File: config.mk
export PLATFORM = sky130hd
export DESIGN_NAME = mem_wb_elastic_stage
export DESIGN_NICKNAME = d
export VERILOG_FILES = /design/src/rtl/mem_wb_elastic_stage_pkg.sv /design/src/rtl/mem_wb_elastic_stage_skid_buf.sv /design/src/rtl/mem_wb_elastic_stage.sv
export SDC_FILE = /design/constraint.sdc
export NUM_CORES = 1
export LEC_CHECK = 0
export CORE_MARGIN = 4
export CORE_UTILIZATION = 53
export CTS_CLUSTER_SIZE = 20
export DETAILED_ROUTE_END_ITERATION = 16
export GPL_TIMING_DRIVEN = 0
export PLACE_DENSITY = 0.79
export REMOVE_ABC_BUFFERS = 1
export SYNTH_ARGS = -nofsm -noshare
export SYNTH_HDL_FRONTEND = slang
export SYNTH_SLANG_ARGS = --single-unit
File: constraint.sdc
create_clock -name clk -period 2.68 [get_ports clk]
set_input_delay 0.402 -clock clk [delete_from_list [all_inputs] [get_ports clk]]
set_output_delay 0.402 -clock clk [all_outputs]
set_load 0.02 [all_outputs]
File: src/rtl/mem_wb_elastic_stage_pkg.sv
// Shared definitions for the MEM->WB elastic stage.
// Holds the default datapath widths, the jal link register, the payload
// packing order {jal, mem_to_reg, wen, waddr, npc, rdata, alu} and the
// encoding of the skid-buffer occupancy state.
package mem_wb_elastic_stage_pkg;

  localparam int DSIZE_DEF    = 32;
  localparam int ASIZE_DEF    = 5;
  localparam int ISIZE_DEF    = 32;
  localparam int LINK_REG_DEF = 31;

  // Packed payload width for arbitrary widths: 3 control bits + waddr + npc + rdata + alu.
  function automatic int wb_payload_w(input int dsize, input int asize, input int isize);
    return 3 + asize + isize + 2 * dsize;
  endfunction

  localparam int WB_PAYLOAD_W = wb_payload_w(DSIZE_DEF, ASIZE_DEF, ISIZE_DEF);

  typedef enum logic [1:0] {
    SB_EMPTY = 2'd0,
    SB_ONE   = 2'd1,
    SB_TWO   = 2'd2
  } skid_state_e;

endpackage

File: src/rtl/mem_wb_elastic_stage_skid_buf.sv
// elastic_skid_buf: generic two-entry valid/ready buffer with flush.
// Ports:
//   clk, rst              clock, synchronous active-high reset
//   flush                 drop every held entry (and any incoming one)
//   in_valid/in_ready     upstream handshake, in_data payload
//   out_valid/out_ready   downstream handshake, out_data = head entry
// With SKID_EN=1 the head lives in main_r and a second entry parks in skid_r;
// in_ready then depends on registered state only. With SKID_EN=0 only main_r
// is used and in_ready = empty | out_ready.
module elastic_skid_buf
  import mem_wb_elastic_stage_pkg::*;
#(
  parameter int W       = 8,
  parameter bit SKID_EN = 1'b1
) (
  input  logic         clk,
  input  logic         rst,
  input  logic         flush,
  input  logic         in_valid,
  output logic         in_ready,
  input  logic [W-1:0] in_data,
  output logic         out_valid,
  input  logic         out_ready,
  output logic [W-1:0] out_data
);

  skid_state_e  state_r, state_s;
  logic [W-1:0] main_r, main_s;
  logic [W-1:0] skid_r, skid_s;
  logic         accept_s, consume_s;

  assign out_valid = (state_r != SB_EMPTY);
  assign out_data  = main_r;
  assign accept_s  = in_valid & in_ready;
  assign consume_s = out_valid & out_ready;

  // Upstream ready: blocked during reset, otherwise from occupancy.
  always_comb begin
    in_ready = 1'b0;
    if (rst) begin
      in_ready = 1'b0;
    end else if (SKID_EN) begin
      in_ready = (state_r != SB_TWO);
    end else begin
      in_ready = (state_r == SB_EMPTY) | out_ready;
    end
  end

  // Next occupancy and payload moves; flush overrides the state only.
  always_comb begin
    state_s = state_r;
    main_s  = main_r;
    skid_s  = skid_r;
    case (state_r)
      SB_EMPTY: begin
        if (accept_s) begin
          main_s  = in_data;
          state_s = SB_ONE;
        end else begin
          state_s = SB_EMPTY;
        end
      end
      SB_ONE: begin
        if (accept_s && !consume_s) begin
          skid_s  = in_data;
          state_s = SB_TWO;
        end else if (accept_s && consume_s) begin
          main_s  = in_data;
          state_s = SB_ONE;
        end else if (consume_s) begin
          state_s = SB_EMPTY;
        end else begin
          state_s = SB_ONE;
        end
      end
      SB_TWO: begin
        if (consume_s) begin
          main_s  = skid_r;
          state_s = SB_ONE;
        end else begin
          state_s = SB_TWO;
        end
      end
      default: begin
        state_s = SB_EMPTY;
      end
    endcase
    if (flush) begin
      state_s = SB_EMPTY;
    end else begin
      state_s = state_s;
    end
  end

  // State and payload registers.
  always_ff @(posedge clk) begin
    if (rst) begin
      state_r <= SB_EMPTY;
      main_r  <= {W{1'b0}};
      skid_r  <= {W{1'b0}};
    end else begin
      state_r <= state_s;
      main_r  <= main_s;
      skid_r  <= skid_s;
    end
  end

endmodule

File: src/rtl/mem_wb_elastic_stage.sv
// mem_wb_elastic_stage: MEM->WB boundary with valid/ready flow control.
// Ports:
//   clk, rst                       clock, synchronous active-high reset
//   in_valid/in_ready              MEM-side handshake
//   alu_result_in, rdata_dm_in     candidate writeback data
//   waddr_in, wen_in               destination register and write intent
//   mem_to_reg_in, jal_in, npc_in  writeback source selection / link value
//   flush                          discard held and incoming entries
//   out_valid/out_ready            WB-side handshake on the head entry
//   wb_wdata, wb_waddr, wb_wen     register-file write port
//   fwd_valid                      head writes a nonzero register
module mem_wb_elastic_stage
  import mem_wb_elastic_stage_pkg::*;
#(
  parameter int DSIZE    = DSIZE_DEF,
  parameter int ASIZE    = ASIZE_DEF,
  parameter int ISIZE    = ISIZE_DEF,
  parameter int LINK_REG = LINK_REG_DEF,
  parameter bit SKID_EN  = 1'b1
) (
  input  logic             clk,
  input  logic             rst,
  input  logic             in_valid,
  output logic             in_ready,
  input  logic [DSIZE-1:0] alu_result_in,
  input  logic [DSIZE-1:0] rdata_dm_in,
  input  logic [ASIZE-1:0] waddr_in,
  input  logic             wen_in,
  input  logic             mem_to_reg_in,
  input  logic             jal_in,
  input  logic [ISIZE-1:0] npc_in,
  input  logic             flush,
  output logic             out_valid,
  input  logic             out_ready,
  output logic [DSIZE-1:0] wb_wdata,
  output logic [ASIZE-1:0] wb_waddr,
  output logic             wb_wen,
  output logic             fwd_valid
);

  localparam int PW = wb_payload_w(DSIZE, ASIZE, ISIZE);
  localparam logic [ASIZE-1:0] LINK_ADDR = ASIZE'(LINK_REG);

  logic [PW-1:0]    in_payload_s, head_payload_s;
  logic             head_jal_s, head_mtr_s, head_wen_s;
  logic [ASIZE-1:0] head_waddr_s;
  logic [ISIZE-1:0] head_npc_s;
  logic [DSIZE-1:0] head_rdata_s, head_alu_s, link_s;
  logic             writes_s;

  assign in_payload_s = {jal_in, mem_to_reg_in, wen_in, waddr_in, npc_in, rdata_dm_in, alu_result_in};

  elastic_skid_buf #(.W(PW), .SKID_EN(SKID_EN)) u_buf (
    .clk       (clk),
    .rst       (rst),
    .flush     (flush),
    .in_valid  (in_valid),
    .in_ready  (in_ready),
    .in_data   (in_payload_s),
    .out_valid (out_valid),
    .out_ready (out_ready),
    .out_data  (head_payload_s)
  );

  assign {head_jal_s, head_mtr_s, head_wen_s, head_waddr_s,
          head_npc_s, head_rdata_s, head_alu_s} = head_payload_s;

  // Link value: npc zero-extended or truncated to the data width.
  if (ISIZE >= DSIZE) begin : g_link_trunc
    assign link_s = head_npc_s[DSIZE-1:0];
  end else begin : g_link_zext
    assign link_s = {{(DSIZE-ISIZE){1'b0}}, head_npc_s};
  end

  // Writeback source select; jal wins over mem_to_reg.
  always_comb begin
    wb_wdata = head_alu_s;
    if (head_jal_s) begin
      wb_wdata = link_s;
    end else if (head_mtr_s) begin
      wb_wdata = head_rdata_s;
    end else begin
      wb_wdata = head_alu_s;
    end
  end

  assign wb_waddr  = head_jal_s ? LINK_ADDR : head_waddr_s;
  // Writes to register 0 are suppressed; they must neither write nor forward.
  assign writes_s  = (head_wen_s | head_jal_s) & (wb_waddr != {ASIZE{1'b0}});
  assign fwd_valid = out_valid & writes_s;
  // No write may escape in a reset cycle even though the head is still valid.
  assign wb_wen    = out_valid & out_ready & writes_s & ~rst;

endmodule
==> key figures, run 1 <==
CTS
  – Total CTS buffers: 22
  – Root Driver: clkbuf_16
  – Clock Tree Buf Depth: 3
  – Post-CTS Hold Buffers: 0
  – CTS tree: built
  – Clk slew on worst S/H paths: 60 ps
  – CTS Sinks: 210
  – H-tree depth: 1
  – Clk_lat worst skew: 490 ps

GRT
  – Global route overflow: 0
  – Vias in the first global route: 7,295
  – Initial antenna violation count: 1
  – Global-route wire length before repair: 35,600 um
  – Total GRT Usage: 21.5%
  – Largest net degree at the start of global routing: 112

Place
  – Number of I/O port buffers: 149
  – Dpl cells: 1,350
  – GP Congestion: 0.725
  – Post-place setup slack: -1270 ps
  – Post-detail-place hpwl: 12,800 um

Synth
  – Number of synthesized flops with an enable pin: 0
  – Yosys reg bits: 210
  – Commonest register cell after synthesis: dfxtp_1
  – Synth Area per Inst: 8.56 um^2
  – Post-Synthesis Cell Area: 9060 um^2
  – Sequential area share after synthesis: 46.4%
  – Ys async rst share: 0%
  – YS warnings: 0
  – Post-synthesis cell type count: 23
  – Syn Inst Count: 1,059

Power
  – Power consumption: 7.69 mW
  – Leakage power figure: 4.84 nW
  – Power per Cell Area: 648 nW/um^2
  – Peak VDD IR: 0.485 mV

Worst setup path
  – CP Cell Sequence: nor2_1 > inv_1 > nand2_2 > inv_1 > ha_1 > or3b_4 > a221oi_4 > clkbuf_16 > buf_16 > buf_12 > buf_4 > clkbuf_16 > a211oi_1
  – Crit path capture type: register
  – Critical Path Slowest Stage Cell: or3b_4
  – Crit start category: register
  – CP max FO: 12
  – Worst R2R Start: u_buf.state_r[0]$_SDFF_PP0_
  – Worst EP required: 3020 ps
  – Crit path from: u_buf.state_r[0]$_SDFF_PP0_
  – Crit path buf inv count: 7
  – Critical setup path kind: reg2reg
  – Crit path largest cell delay: 390 ps
  – CP arrival: 2910 ps
  – CP top delay family: buffers and inverters

STA
  – Final hold vios: 0
  – Final Setup Violations: 0
  – Fmax: 389 MHz
  – Fin crit period: 2570 ps
  – Slew headroom: 55.6%
  – Worst Hold Slack: 316 ps
  – Final setup margin: 109 ps
  – Worst Max-Slew Pin Slew: 666 ps
  – Final worst-path cycle share: 95.9%
  – Slew Viols, Final: 0
  – Worst Clk Skew: 12.3 ps

Final layout
  – Ant diodes: 0
  – Layout Cells excl Fill: 1,405
  – Commonest non-fill, non-tap cells in the layout: nand2_1, dfxtp_1, clkdlybuf4s50_1
  – Commonest non-fill, non-tap cell in the layout: nand2_1
  – Nets: 1,282
  – Area Overhead vs Synth: 31.0%
  – Util after Layout: 71.3%
  – Layout cell share with drive strength beyond 1: 9.62%

Floorplan
  – # IOs: 150
  – Row count: 47
  – Chip height: 139 um
  – Core area: 16,600 um^2
  – Starting density of the core: 54.4%
  – Full die area: 19,300 um^2
  – Die X: 139 um

Detailed routing
  – Via Count: 7,653
  – Drt first pass iters: 5
  – DRC viols: 0
  – DR WL/cell: 15.9 um
  – DRT iter0 DRCs: 358
  – Routed vias/inst: 5.45
  – Antenna viol nets, final: 0
  – WL final: 22,300 um

Hold path
  – Worst hold path type: in2reg
  – Worst hold start: rst

Run status
  – Status: finished clean

Job
  – Max Cap Viol: 0
-- logic make-up (layout without fill, tap and decap cells) --
logic type | after synthesis | after routing | share of synthesized area [%]
simple gates | 368 | 368 | 15.6
flops | 210 | 210 | 46.4
mux | 136 | 136 | 15.0
fa+ha+maj | 2 | 2 | 0.276
buf+inv | 97 | 223 | 4.97
compound gates | 246 | 246 | 17.7
-- per-layer routing --
metal  track usage [%]  wire length [um]  vias to the layer above
li1                  -                 -                     3851
met2              36.6             10700                      161
met4              4.99               402                        2
met5                 0                13                        -
met3              4.45              1190                       32
met1              28.3             10000                     3607
-- power breakdown --
group | total (mW) | internal (mW) | switching, mW
registers | 3.36 | 3.27 | 0.0875
logic | 1.16 | 0.588 | 0.568
clock network | 3.17 | 1.96 | 1.22
total | 7.69 | 5.82 | 1.87
-- synthesized netlist by cell type, drive strengths merged, types with 3 or more instances --
master | count | area (um^2)
or2 | 5 | 31.3
inv | 3 | 11.3
o21ai | 33 | 165
a211oi | 104 | 881
clkbuf | 55 | 206
mux2i | 136 | 1360
dfxtp | 210 | 4200
nand2 | 244 | 916
a21oi | 107 | 536
nor3 | 4 | 20.0
nor2 | 109 | 409
buf | 39 | 233
-- timing repair --
| item | 4_1_cts | 5_1_grt |
|---|---|---|
| buffers inserted | 5 | 9 |
| pin swaps | 1 | 1 |
| endpoints found under the setup margin | 138 | 54 |
| gates cloned | 2 | 1 |
| gates resized for setup | 11 | 18 |
-- layout make-up --
class / count / area, um^2
clock buffer: 30 / 642
timing repair buffer: 182 / 2110
inverter: 3 / 11.3
tap: 220 / 275
fill: 1320 / 4770
multi-input combinational: 752 / 4500
sequential: 210 / 4220
clock inverter: 8 / 115
-- final timing paths --
kind	to	slack [ps]	cells after the start
worst max-delay path	u_buf.out_data[13]$_SDFFE_PP0P_	110	13
worst min-delay path	u_buf.skid_r[0]$_SDFFE_PP0P_	320	2
worst max register to register	u_buf.out_data[13]$_SDFFE_PP0P_	110	13
worst min register to register	u_buf.skid_r[86]$_SDFFE_PP0P_	450	2
-- registers in the layout, indices dropped and copies added, names as in the netlist --
name	count
u_buf.state_r	2
u_buf.skid_r	104
u_buf.out_data	104
-- through the flow --
stage / area (um^2) / setup TNS (ps)
3_5_place_dp: 10800 / -95750
3_3_place_gp: 10400 / -2552970
4_1_cts: 11700 / 0
5_1_grt: 11900 / -47.8
2_1_floorplan: 8620 / -721580
6_report: 11900 / 0
No activity file was read; power rests on OpenSTA's default activity.
==> run 2, diff against run 1 <==
--- a/config.mk
+++ b/config.mk
@@ -7,7 +7,6 @@
 export LEC_CHECK = 0
 export CORE_MARGIN = 4
 export CORE_UTILIZATION = 53
-export CTS_CLUSTER_SIZE = 20
 export DETAILED_ROUTE_END_ITERATION = 16
 export GPL_TIMING_DRIVEN = 0
 export PLACE_DENSITY = 0.79
==> results of run 2 <==
Final layout, timing and power as in run 1 (identical DEF).
==> run 3, diff against run 2 <==
--- a/config.mk
+++ b/config.mk
@@ -6,10 +6,10 @@
 export NUM_CORES = 1
 export LEC_CHECK = 0
 export CORE_MARGIN = 4
-export CORE_UTILIZATION = 53
+export CORE_UTILIZATION = 45
 export DETAILED_ROUTE_END_ITERATION = 16
 export GPL_TIMING_DRIVEN = 0
-export PLACE_DENSITY = 0.79
+export PLACE_DENSITY = 0.69
 export REMOVE_ABC_BUFFERS = 1
 export SYNTH_ARGS = -nofsm -noshare
 export SYNTH_HDL_FRONTEND = slang
==> run 3 against run 2 <==
Against the previous run: largest power group unchanged; clock-buffer cell count increased by 3; critical path depth unchanged; first-iteration DRC count decreased by 3.9%; wire length decreased by 1.2%; power increased by 1.9%; worst hold slack got worse by 12 ps; critical path type unchanged; clock power increased by 5%; die area increased by 17%; core utilization decreased by 10 points; maximum frequency decreased by 0.38%.
==> key figures, run 3 (same netlist as run 1, synthesis figures left out) <==
Run status
  – Status: finished clean

Detailed routing
  – Drt first pass iters: 5
  – DR WL/cell: 15.2 um
  – DRT iter0 DRCs: 344
  – DRC viols: 0
  – WL final: 22,100 um
  – Via Count: 7,603
  – Antenna viol nets, final: 0
  – Routed vias/inst: 5.24

Worst setup path
  – RR Endpoint: u_buf.out_data[39]$_SDFFE_PP0P_
  – CP arrival: 2980 ps
  – Crit start category: register
  – Crit path capture type: register
  – Worst R2R Start: u_buf.state_r[1]$_SDFF_PP0_
  – CP max FO: 19
  – Reg-to-reg setup timing slack: 100 ps
  – Critical Path Sink: u_buf.out_data[39]$_SDFFE_PP0P_
  – Worst EP required: 3080 ps
  – Crit path from: u_buf.state_r[1]$_SDFF_PP0_
  – Worst reg-to-reg path cell count: 13
  – Critical setup path kind: reg2reg

Power
  – Power per Cell Area: 655 nW/um^2
  – Peak VDD IR: 0.459 mV
  – Leakage power figure: 4.85 nW
  – Power consumption: 7.83 mW

Floorplan
  – Starting density of the core: 46.1%
  – Full die area: 22,500 um^2
  – Row count: 51
  – Core area: 19,700 um^2
  – # IOs: 150
  – Die X: 150 um
  – Chip height: 150 um

CTS
  – H-tree depth: 1
  – CTS tree: built
  – CTS Sinks: 210
  – Clock Tree Buf Depth: 3
  – Clk slew on worst S/H paths: 60 ps
  – Root Driver: clkbuf_16
  – Clk_lat worst skew: 490 ps
  – Total CTS buffers: 22

Place
  – GP Congestion: 0.701
  – Cell Area, Placed: 10,800 um^2
  – Dpl cells: 1,396
  – Post-detail-place hpwl: 13,100 um
  – Number of I/O port buffers: 149

STA
  – Final Setup Violations: 0
  – Final hold vios: 0
  – Fin Setup TNS: 0 ps
  – Final worst-path cycle share: 96.3%
  – Fin crit period: 2580 ps
  – Fmax: 388 MHz
  – Slew Viols, Final: 0
  – Slew headroom: 56.9%
  – Worst Clk Skew: 14.3 ps
  – Worst Max-Slew Pin Slew: 646 ps

Final layout
  – Commonest non-fill, non-tap cell in the layout: nand2_1
  – Layout Cells excl Fill: 1,452
  – Layout cell share with drive strength beyond 1: 9.69%
  – Commonest non-fill, non-tap cells in the layout: nand2_1, dfxtp_1, clkdlybuf4s50_1
  – Ant diodes: 0
  – Util after Layout: 60.9%
  – Filler Cells Inserted: 1,757
  – Area Overhead vs Synth: 32.0%
  – Post-route cell area: 12,000 um^2
  – Nets: 1,282

GRT
  – Global-route wire length before repair: 34,400 um
  – Initial antenna violation count: 0
  – Vias in the first global route: 7,009
  – Total GRT Usage: 18.2%
  – Largest net degree at the start of global routing: 122
  – Global route overflow: 0

Hold path
  – Worst hold path type: in2reg

Job
  – Max Cap Viol: 0
## run 3: metal layers
metal | wire, um | vias to the layer above | GRT usage, % | part of all wire [%]
met5 | 0 | - | 0 | 0
li1 | - | 3849 | - | -
met4 | 336 | 0 | 4.03 | 1.5
met3 | 1290 | 32 | 3.66 | 5.8
met2 | 10600 | 167 | 31.0 | 48
met1 | 9860 | 3555 | 23.8 | 45
## run 3: what timing repair did
item | CTS | global route
resized for setup | 14 | 13
hold buffers | 0 | 0
gates cloned | 1 | 3
endpoints found under the setup margin | 125 | 67
pin swaps | 1 | 1
setup buffers | 9 | 5
## run 3: worst max-delay path, stage by stage, from the launching register on
cell      delay [ps]
dfxtp_4          390
nor2_1           100
inv_1             80
nand2_1           90
inv_1             70
ha_1             150
or3b_4           390
a221oi_4         300
buf_4            180
buf_8            120
buf_16           160
buf_12           160
nor2_1            50
a211oi_1         220
## run 3: power by group
group | internal, mW | total (mW) | switching (mW) | leakage [nW]
clock network | 2.10 | 3.32 | 1.23 | 0.400
logic | 0.585 | 1.15 | 0.568 | 2.74
registers | 3.27 | 3.36 | 0.0827 | 1.72
total | 5.96 | 7.83 | 1.88 | 4.85
## run 3: worst min-delay path by stage
stage	cells after the start	end	start	slack (ps)
after detailed placement	2	u_buf.skid_r[25]$_SDFFE_PP0P_	u_buf.skid_r[25]$_SDFFE_PP0P_	450
after global placement	2	u_buf.skid_r[53]$_SDFFE_PP0P_	u_buf.skid_r[53]$_SDFFE_PP0P_	440
after CTS	2	u_buf.skid_r[59]$_SDFFE_PP0P_	rst	320
final	2	u_buf.skid_r[91]$_SDFFE_PP0P_	rst	300
after floorplan	2	u_buf.skid_r[0]$_SDFFE_PP0P_	u_buf.skid_r[0]$_SDFFE_PP0P_	430
after global routing	2	u_buf.skid_r[93]$_SDFFE_PP0P_	rst	340
## run 3: cell type report
cell class	instances	area, um^2	area share (%)
clock buffer	33	703	5.88
clock inverter	7	115	0.962
inverter	3	11.3	0.0941
multi-input combinational	752	4470	37.4
sequential	210	4220	35.3
tap	265	332	2.77
timing repair buffer	182	2110	17.6
## run 3: stage by stage
stage / worst slack, ps / hold WS [ps]
2_1_floorplan: -6490 / 430
3_3_place_gp: -16250 / 440
3_5_place_dp: -1280 / 446
4_1_cts: 3.82 / 315
5_1_grt: -17.1 / 337
6_report: 99.5 / 304
